### src/rtl/vgaconsole_glyph_shifter.sv
// vgaconsole_glyph_shifter
// Per-line pixel serializer for the VGA text console. Fetches each cell's
// character code from the text buffer, drives it to the character ROM,
// slices the active 5-pixel glyph row and shifts it out at the pixel rate
// with a blank spacing column appended per cell.
// Optional feature macro: VGACONSOLE_CURSOR_EN (inverted cursor cell).
module vgaconsole_glyph_shifter #(
    parameter int COLS       = 10,
    parameter int PIX_REPEAT = 4
) (
    input  logic                     clk,
    input  logic                     rst,
    input  logic                     line_start,
    input  logic [2:0]               glyph_row,
    output logic                     col_rd,
    output logic [$clog2(COLS)-1:0]  col_addr,
    input  logic [6:0]               char_code,
    output logic [6:0]               rom_addr,
    input  logic [34:0]              rom_data,
    output logic                     pix,
    output logic                     pix_active,
    output logic                     line_done
`ifdef VGACONSOLE_CURSOR_EN
    ,
    input  logic [$clog2(COLS)-1:0]  cursor_col,
    input  logic                     cursor_on
`endif
);

    localparam int COL_W = $clog2(COLS);
    localparam int SUB_W = (PIX_REPEAT > 1) ? $clog2(PIX_REPEAT) : 1;

    typedef enum logic [1:0] {IDLE, FETCH, ACTIVE} state_t;

    state_t             r_state;
    state_t             w_state_nxt;
    logic [SUB_W-1:0]   r_sub_cnt;
    logic [2:0]         r_px_cnt;
    logic [COL_W-1:0]   r_col_cnt;
    logic [2:0]         r_row_q;
    logic               r_col_rd;
    logic [COL_W-1:0]   r_col_addr;
    logic [6:0]         r_rom_addr;
    logic               r_cap_p1;
    logic               r_cap_p2;
    logic [4:0]         r_next_bits;
    logic [5:0]         r_shreg;
    logic               r_pix_active;
    logic               r_line_done;

    logic               w_sub_wrap;
    logic               w_px_wrap;
    logic               w_col_last;
    logic               w_line_end;
    logic [COL_W-1:0]   w_col_next;
    logic [4:0]         w_slice;
    logic               w_inv_first;
    logic               w_inv_next;

    // Row 7 is the inter-line gap; otherwise pick row's 5 bits, MSB = leftmost.
    function automatic logic [4:0] row_slice(input logic [34:0] bitmap, input logic [2:0] row);
        logic [34:0] shifted;
        shifted = bitmap << (5 * int'(row));
        if (row == 3'd7) return 5'd0;
        return shifted[34:30];
    endfunction

    // Cell word: glyph bits followed by the spacing column, optionally inverted.
    function automatic logic [5:0] cell_word(input logic [4:0] bits, input logic inv);
        return {bits, 1'b0} ^ {6{inv}};
    endfunction

    assign w_sub_wrap = (r_sub_cnt == SUB_W'(PIX_REPEAT - 1));
    assign w_px_wrap  = (r_px_cnt == 3'd5);
    assign w_col_last = (r_col_cnt == COL_W'(COLS - 1));
    assign w_line_end = (r_state == ACTIVE) && w_sub_wrap && w_px_wrap && w_col_last;
    assign w_col_next = r_col_cnt + COL_W'(1);
    assign w_slice    = row_slice(rom_data, r_row_q);

`ifdef VGACONSOLE_CURSOR_EN
    assign w_inv_first = cursor_on && (cursor_col == '0);
    assign w_inv_next  = cursor_on && (cursor_col == w_col_next);
`else
    assign w_inv_first = 1'b0;
    assign w_inv_next  = 1'b0;
`endif

    assign col_rd     = r_col_rd;
    assign col_addr   = r_col_addr;
    assign rom_addr   = r_rom_addr;
    assign pix        = r_shreg[5];
    assign pix_active = r_pix_active;
    assign line_done  = r_line_done;

    // State register.
    always_ff @(posedge clk) begin
        if (rst) r_state <= IDLE;
        else     r_state <= w_state_nxt;
    end

    // Next-state logic; a line_start pulse always (re)starts the prefetch.
    always_comb begin
        w_state_nxt = r_state;
        case (r_state)
            IDLE:    if (line_start) w_state_nxt = FETCH;
            FETCH:   if (line_start) w_state_nxt = FETCH;
                     else if (r_cap_p2) w_state_nxt = ACTIVE;
            ACTIVE:  if (line_start) w_state_nxt = FETCH;
                     else if (w_line_end) w_state_nxt = IDLE;
            default: w_state_nxt = IDLE;
        endcase
    end

    // Fetch pipeline, counters and shift register.
    always_ff @(posedge clk) begin
        if (rst) begin
            r_col_rd     <= 1'b0;
            r_col_addr   <= '0;
            r_rom_addr   <= '0;
            r_cap_p1     <= 1'b0;
            r_cap_p2     <= 1'b0;
            r_shreg      <= '0;
            r_pix_active <= 1'b0;
            r_line_done  <= 1'b0;
            r_sub_cnt    <= '0;
            r_px_cnt     <= '0;
            r_col_cnt    <= '0;
        end else begin
            r_col_rd    <= 1'b0;
            r_line_done <= 1'b0;
            // Buffer data arrives the cycle after col_rd; ROM data the cycle after that.
            r_cap_p1    <= r_col_rd;
            r_cap_p2    <= r_cap_p1;
            if (r_cap_p1) r_rom_addr <= char_code;

            if (line_start) begin
                // Abort/restart: drop in-flight fetches and blank the output.
                r_col_rd     <= 1'b1;
                r_col_addr   <= '0;
                r_cap_p1     <= 1'b0;
                r_cap_p2     <= 1'b0;
                r_shreg      <= '0;
                r_pix_active <= 1'b0;
                r_sub_cnt    <= '0;
                r_px_cnt     <= '0;
                r_col_cnt    <= '0;
            end else begin
                case (r_state)
                    FETCH: begin
                        if (r_cap_p2) begin
                            // Cell 0 loads straight from the ROM slice as it lands.
                            r_shreg      <= cell_word(w_slice, w_inv_first);
                            r_pix_active <= 1'b1;
                            r_sub_cnt    <= '0;
                            r_px_cnt     <= '0;
                            r_col_cnt    <= '0;
                            if (COLS > 1) begin
                                r_col_rd   <= 1'b1;
                                r_col_addr <= COL_W'(1);
                            end
                        end
                    end
                    ACTIVE: begin
                        if (w_sub_wrap) begin
                            r_sub_cnt <= '0;
                            if (w_px_wrap) begin
                                r_px_cnt <= '0;
                                if (w_col_last) begin
                                    r_col_cnt    <= '0;
                                    r_shreg      <= '0;
                                    r_pix_active <= 1'b0;
                                    r_line_done  <= 1'b1;
                                end else begin
                                    r_col_cnt <= w_col_next;
                                    r_shreg   <= cell_word(r_next_bits, w_inv_next);
                                    if (int'(w_col_next) < COLS - 1) begin
                                        r_col_rd   <= 1'b1;
                                        r_col_addr <= w_col_next + COL_W'(1);
                                    end
                                end
                            end else begin
                                r_px_cnt <= r_px_cnt + 3'd1;
                                r_shreg  <= {r_shreg[4:0], 1'b0};
                            end
                        end else begin
                            r_sub_cnt <= r_sub_cnt + 1'b1;
                        end
                    end
                    default: ;
                endcase
            end
        end
    end

    // Data-only registers: glyph row and the prefetched slice for the next cell.
    always_ff @(posedge clk) begin
        if (line_start) r_row_q <= glyph_row;
        if (r_cap_p2)   r_next_bits <= w_slice;
    end

endmodule

### config.mk
export PLATFORM = sky130hd
export DESIGN_NAME = vgaconsole_glyph_shifter
export DESIGN_NICKNAME = d
export VERILOG_FILES = /design/src/rtl/vgaconsole_glyph_shifter.sv
export SDC_FILE = /design/constraint.sdc
export NUM_CORES = 1
export LEC_CHECK = 0
export CAP_MARGIN = 25
export CORE_UTILIZATION = 35
export CTS_CLUSTER_DIAMETER = 100
export DETAILED_ROUTE_END_ITERATION = 16
export HOLD_SLACK_MARGIN = 0.12
export PLACE_DENSITY = 0.54
export SYNTH_ARGS = -nofsm -noshare
export SYNTH_HDL_FRONTEND = slang
export SYNTH_SLANG_ARGS = --single-unit
### constraint.sdc
create_clock -name clk -period 3.8 [get_ports clk]
set_clock_uncertainty 0.1 [all_clocks]
set_input_delay 1.14 -clock clk [delete_from_list [all_inputs] [get_ports clk]]
set_output_delay 1.14 -clock clk [all_outputs]
set_load 0.05 [all_outputs]
Word level (Yosys, flattened, before mapping)

Cells that the tools add are included.
W data, S select, Z words.

Bitwise logic cells: 3
Multiply operators: 1
Muxes and demuxes: 45
Shifts and indexed selects: 1
Magnitude comparators: 1
Equality and inequality tests: 15
Reduce and logical (&&, ||, !) cells: 13
$add $sub $neg: 4

Operator list:

| cell                  | count |
|---|---|
| $mux W4               | 9 |
| $shl A35 B6 Y35       | 1 |
| $mux W6               | 4 |
| $pmux W4 S2           | 2 |
| $mux W2               | 7 |
| $mux W1               | 12 |
| $ne A2 B2 Y1 const B  | 6 |
| $pmux W6 S2           | 1 |
| $mux W5               | 2 |
| $mux W3               | 3 |
| $add A4 B1 Y4 const B | 2 |
| $eq A3 B3 Y1 const B  | 2 |
| $mul A3 B3 Y6 const A | 1 |
| $ne A3 B3 Y1 const B  | 2 |
| $pmux W2 S3           | 1 |
| $pmux W3 S2           | 1 |
| $reduce_and A3 Y1     | 2 |
| $reduce_and A6 Y1     | 1 |
| $reduce_and A5 Y1     | 1 |
| $reduce_or A5 Y1      | 1 |
| $eq A2 B2 Y1 const B  | 2 |
| $eq A4 B4 Y1 const B  | 1 |
| $lt A4 B4 Y1 const B  | 1 |
| $pmux W1 S2           | 2 |
| 12 further kinds      | 16 |

Flip-flop bits (word level): 41
Word-level logic and storage cells: 97

Logic depth before layout (Yosys ltp)

Depth after elaboration: 8
Depth in mapped cells: 11

Least setup slack after synthesis

OpenSTA, ideal clock, no wires.

Path kind: in2reg
Start point: input rom_data[12]
End point: register r_next_bits[3] (data pin)
Stages on the path: 4
Library setup time: 0.262 ns
Buffers on the path: 0
Arrival: 2.261 ns
Setup slack: 1.176 ns
Required time: 3.438 ns
Path through: mux4_2 or3_1 o311a_1 or2_2

Longest elaborated chain between the ends: 2

RTL lines:

| element              | line | RTL |
|---|---|---|
| start, declared      | 19   | `input logic [34:0] rom_data,` |
| $shl A35 B6 Y35      | 63   | `shifted = bitmap << (5 * int'(row));` |
| $mux W5              | 65   | `return shifted[34:30];` |
| via w_slice[3]       | 56   | `logic [4:0] w_slice;` |
| end signal, assigned | 198  | `if (r_cap_p2) r_next_bits <= w_slice;` |
| end, declared        | 46   | `logic [4:0] r_next_bits;` |

The timed path passes the listed nets, and every way through them passes these cells.
A chain may end at the register's enable or synchronous reset.

Worst setup path in the final report

Start point: register r_row_q[2]
End point: register r_next_bits[2] (data pin)

Longest elaborated chain between the ends: 3

RTL lines:

| element                                              | line   | RTL |
|---|---|---|
| start, declared                                      | 40     | `logic [2:0] r_row_q;` |
| start signal, assigned                               | 197    | `if (line_start) r_row_q <= glyph_row;` |
| $mul A3 B3 Y6 / $eq A3 B3 Y1 (equally long branches) | 63, 64 |  |
| $shl A35 B6 Y35 / $mux W1 (equally long branches)    | 63, 64 |  |
| $mux W5 (*)                                          | 65     |  |
| via w_slice[2]                                       | 56     |  |

Mark *: on every way through the listed nets, which the timed path passes. The rest lies on a longest branch.

==> results.toml <==
[pwr]
power.net_switching_w = 0.000369
power_frac_clock_pct = 26.4
p_int_w = 0.000835
switching_share_pct = 30.6
powerDensity_nw_per_um2 = 304
leakagePower_nw = 1.39
p_seq_share_pct = 37.9
comb_power_share_pct = 35.7
peakVddDrop_v = 0.000147
finalPower_w = 0.00120

[setup_path]
crit_path_max_fanout = 12
crit_path_top_delay_cell = "mux4_1"
r2r_cells = 6
worstSetupPathType = "reg2reg"
cp-start-kind = "register"
worst_ep_required_time_ns = 3.71
worstPathArrival_ns = 2.93
crit_chain = "ha_1 -> ha_1 -> mux4_1 -> mux2_2 -> o31ai_2 -> o32ai_1"
critPathMaxStageDelay_ns = 0.60
worstSetupEndpointType = "register"
cpMostUsedCell = "ha_1"

[clock_network]
clk_latency_ns = 0.29
cts_buffer_depth = 2
cts_buffers = 5
cts_sinks = 40
cts_tree = "yes"
postCtsHoldBufs = 0
clkTransAtPathRegs_ns = 0.08
cts_setup_buffers = 0
root_buffer = "clkbuf_8"
cts-resized-gates = 0
htree_levels = 2

[synthesis]
postSynthAreaPerCell_sq_um = 10.1
async_flop_share_pct = 0
synth_ff_type = "dfxtp_1"
yosys-top-cells-count = "dfxtp_1 (32), mux4_2 (28), nor2_1 (27)"
synth_edf_count = 8
ys_types = 55
synth_seq_cells = 40
yosysMostFrequentCell = "dfxtp_1"
post-synth-top-area-cell = "dfxtp_1"
synth_area_sq_um = 3210
yosys.area.top_type_share_pct = 20.0
postSynthCellCount = 319
yosysWarnings = 0
synth.area.top_cells = "dfxtp_1 (20%), mux4_2 (20%), mux2i_1 (7.8%)"
synth_nets = 378
ys_seq_area_share_pct = 27.5

[route]
vias = 2756
highest_layer = "met4"
drtPass1Iterations = 10
drt_iter0_markers = 98
drtAntennaViolNets = 0
wl_um = 8120
drc_errors = 2
dr_wl_met3_um = 337
drt-vias-per-instance = 5.75
met1_length_um = 3810
wl_per_cell_um = 16.9
met2WireLength_um = 3880

[sta]
worst_pin_slew_ns = 0.857
rsz0062_at_grt = "false"
final-setup-viol-count = 0
fin_crit_sh_pct = 79.5
slew_violations = 0
max_clock_freq_mhz = 331
hold_violations = 0
fin_setup_tns_ns = 0
layout_min_cycle_time_ns = 3.02
maxSlewHeadroom_pct = 42.8

[placed_design]
gp_congestion = 0.848
portBuffers = 62
dpl.hpwl_um = 6250
dpl_cell_area_sq_um = 3860

[run]
cap_violations = 0

[cells_and_area]
antennaDiodeCount = 0
syn_to_final_growth_pct = 23.6
layout-drive-gt1-share_pct = 15.4
fin_nets = 429
design_area_sq_um = 3960

[outcome]
status = "finished with violations"
violations = "DRC"

[die]
initial_core_util_pct = 36.4
io_pins = 63
die-area_sq_um = 9550
fp-row-count = 34
core_area_sq_um = 8810
die_h_um = 97.7
fp.dieW_um = 97.7

[global_route]
grtUsageTotal_pct = 17.3
antenna_found_initial = 0
grt_pass1_vias = 2682
globalRoute.totalOverflow = 0
grt_first_pass_wirelength_um = 13500
grt_max_degree = 39

[min_path]
hp-class = "reg2reg"
holdPathStages = 1
==> power groups by stage <==
stage | clock network [W] | registers, W | logic (W)
2_1_floorplan | 0 | 0.000476 | 0.000297
3_3_place_gp | 0 | 0.000466 | 0.000430
3_5_place_dp | 0 | 0.000466 | 0.000429
4_1_cts | 0.000327 | 0.000456 | 0.000429
5_1_grt | 0.000341 | 0.000458 | 0.000463
6_report | 0.000318 | 0.000456 | 0.000430
==> cell type report <==
cell class                 instances  area (sq um)
clock buffer                       7          97.6
clock inverter                     1          5.00
fill                             879          4840
inverter                           9          33.8
multi-input combinational        244          2130
sequential                        40           881
tap                              108           135
timing repair buffer              70           681
==> state kept, by name, indices dropped and copies added (netlist names) <==
name and count:
rom_addr 7, r_px_cnt 3, col_addr 4, col_rd 1, r_shreg 5, r_sub_cnt 2
r_cap_p1 1, r_col_cnt 4, pix_active 1, r_row_q 3, r_state 2, r_cap_p2 1
line_done 1, r_next_bits 5
==> stage by stage <==
| step | hold slack [ns] | utilization [%] | instances | setup slack [ns] |
|---|---|---|---|---|
| final | 0.363 | 45.0 | 479 | 0.778 |
| after floorplan | 0.346 | - | 319 | 1.18 |
| after global placement | 0.340 | 43.8 | 471 | 0.579 |
| after detailed placement | 0.348 | 43.8 | 471 | 0.565 |
| after global routing | 0.392 | 45.0 | 479 | 0.588 |
| after CTS | 0.370 | 45.0 | 479 | 0.779 |
==> layout by cell type (no fill, tap or decap), types with 7 or more instances in the layout <==
cell             instances
inv_1                    8
nor2_1                  27
mux2i_1                 25
dfxtp_1                 32
nand3_1                 10
ha_1                    11
edfxtp_1                 8
o21ai_0                 11
a21oi_1                 20
clkdlybuf4s50_1         62
nand2_1                 19
mux4_2                  28
nor3_1                   7
buf_4                    8
==> final timing paths <==
check                           startpoint        endpoint  slack, ns
worst min-delay path                col_rd        r_cap_p1       0.36
worst max register to register  r_row_q[2]  r_next_bits[2]       0.78
worst max-delay path            r_row_q[2]  r_next_bits[2]       0.78
worst min register to register      col_rd        r_cap_p1       0.36
==> per-layer routing <==
layer  up-vias  global-route usage, %
li1       1336                      -
met1      1339                   23.7
met2        73                   28.7
met3         8                   2.73
met4         0                   4.31
met5         -                      0
==> critical path: cells and delay by family (launching register included) <==
| kind | cells | cell delay (ns) |
|---|---|---|
| compound gates | 2 | 0.42 |
| mux | 2 | 0.88 |
| fa+ha+maj | 2 | 0.83 |
| flops | 1 | 0.49 |
==> cells by family after synthesis <==
group / synth area share, %
flip-flops: 27.5
multiplexers: 30.5
AND/OR/NAND/NOR: 16.9
adder cells (fa/ha/maj): 4.29
XOR/XNOR: 1.09
AO/OA/AOI/OAI: 13.7
buffers and inverters: 6.13
Power figures use the tool's default switching activity.
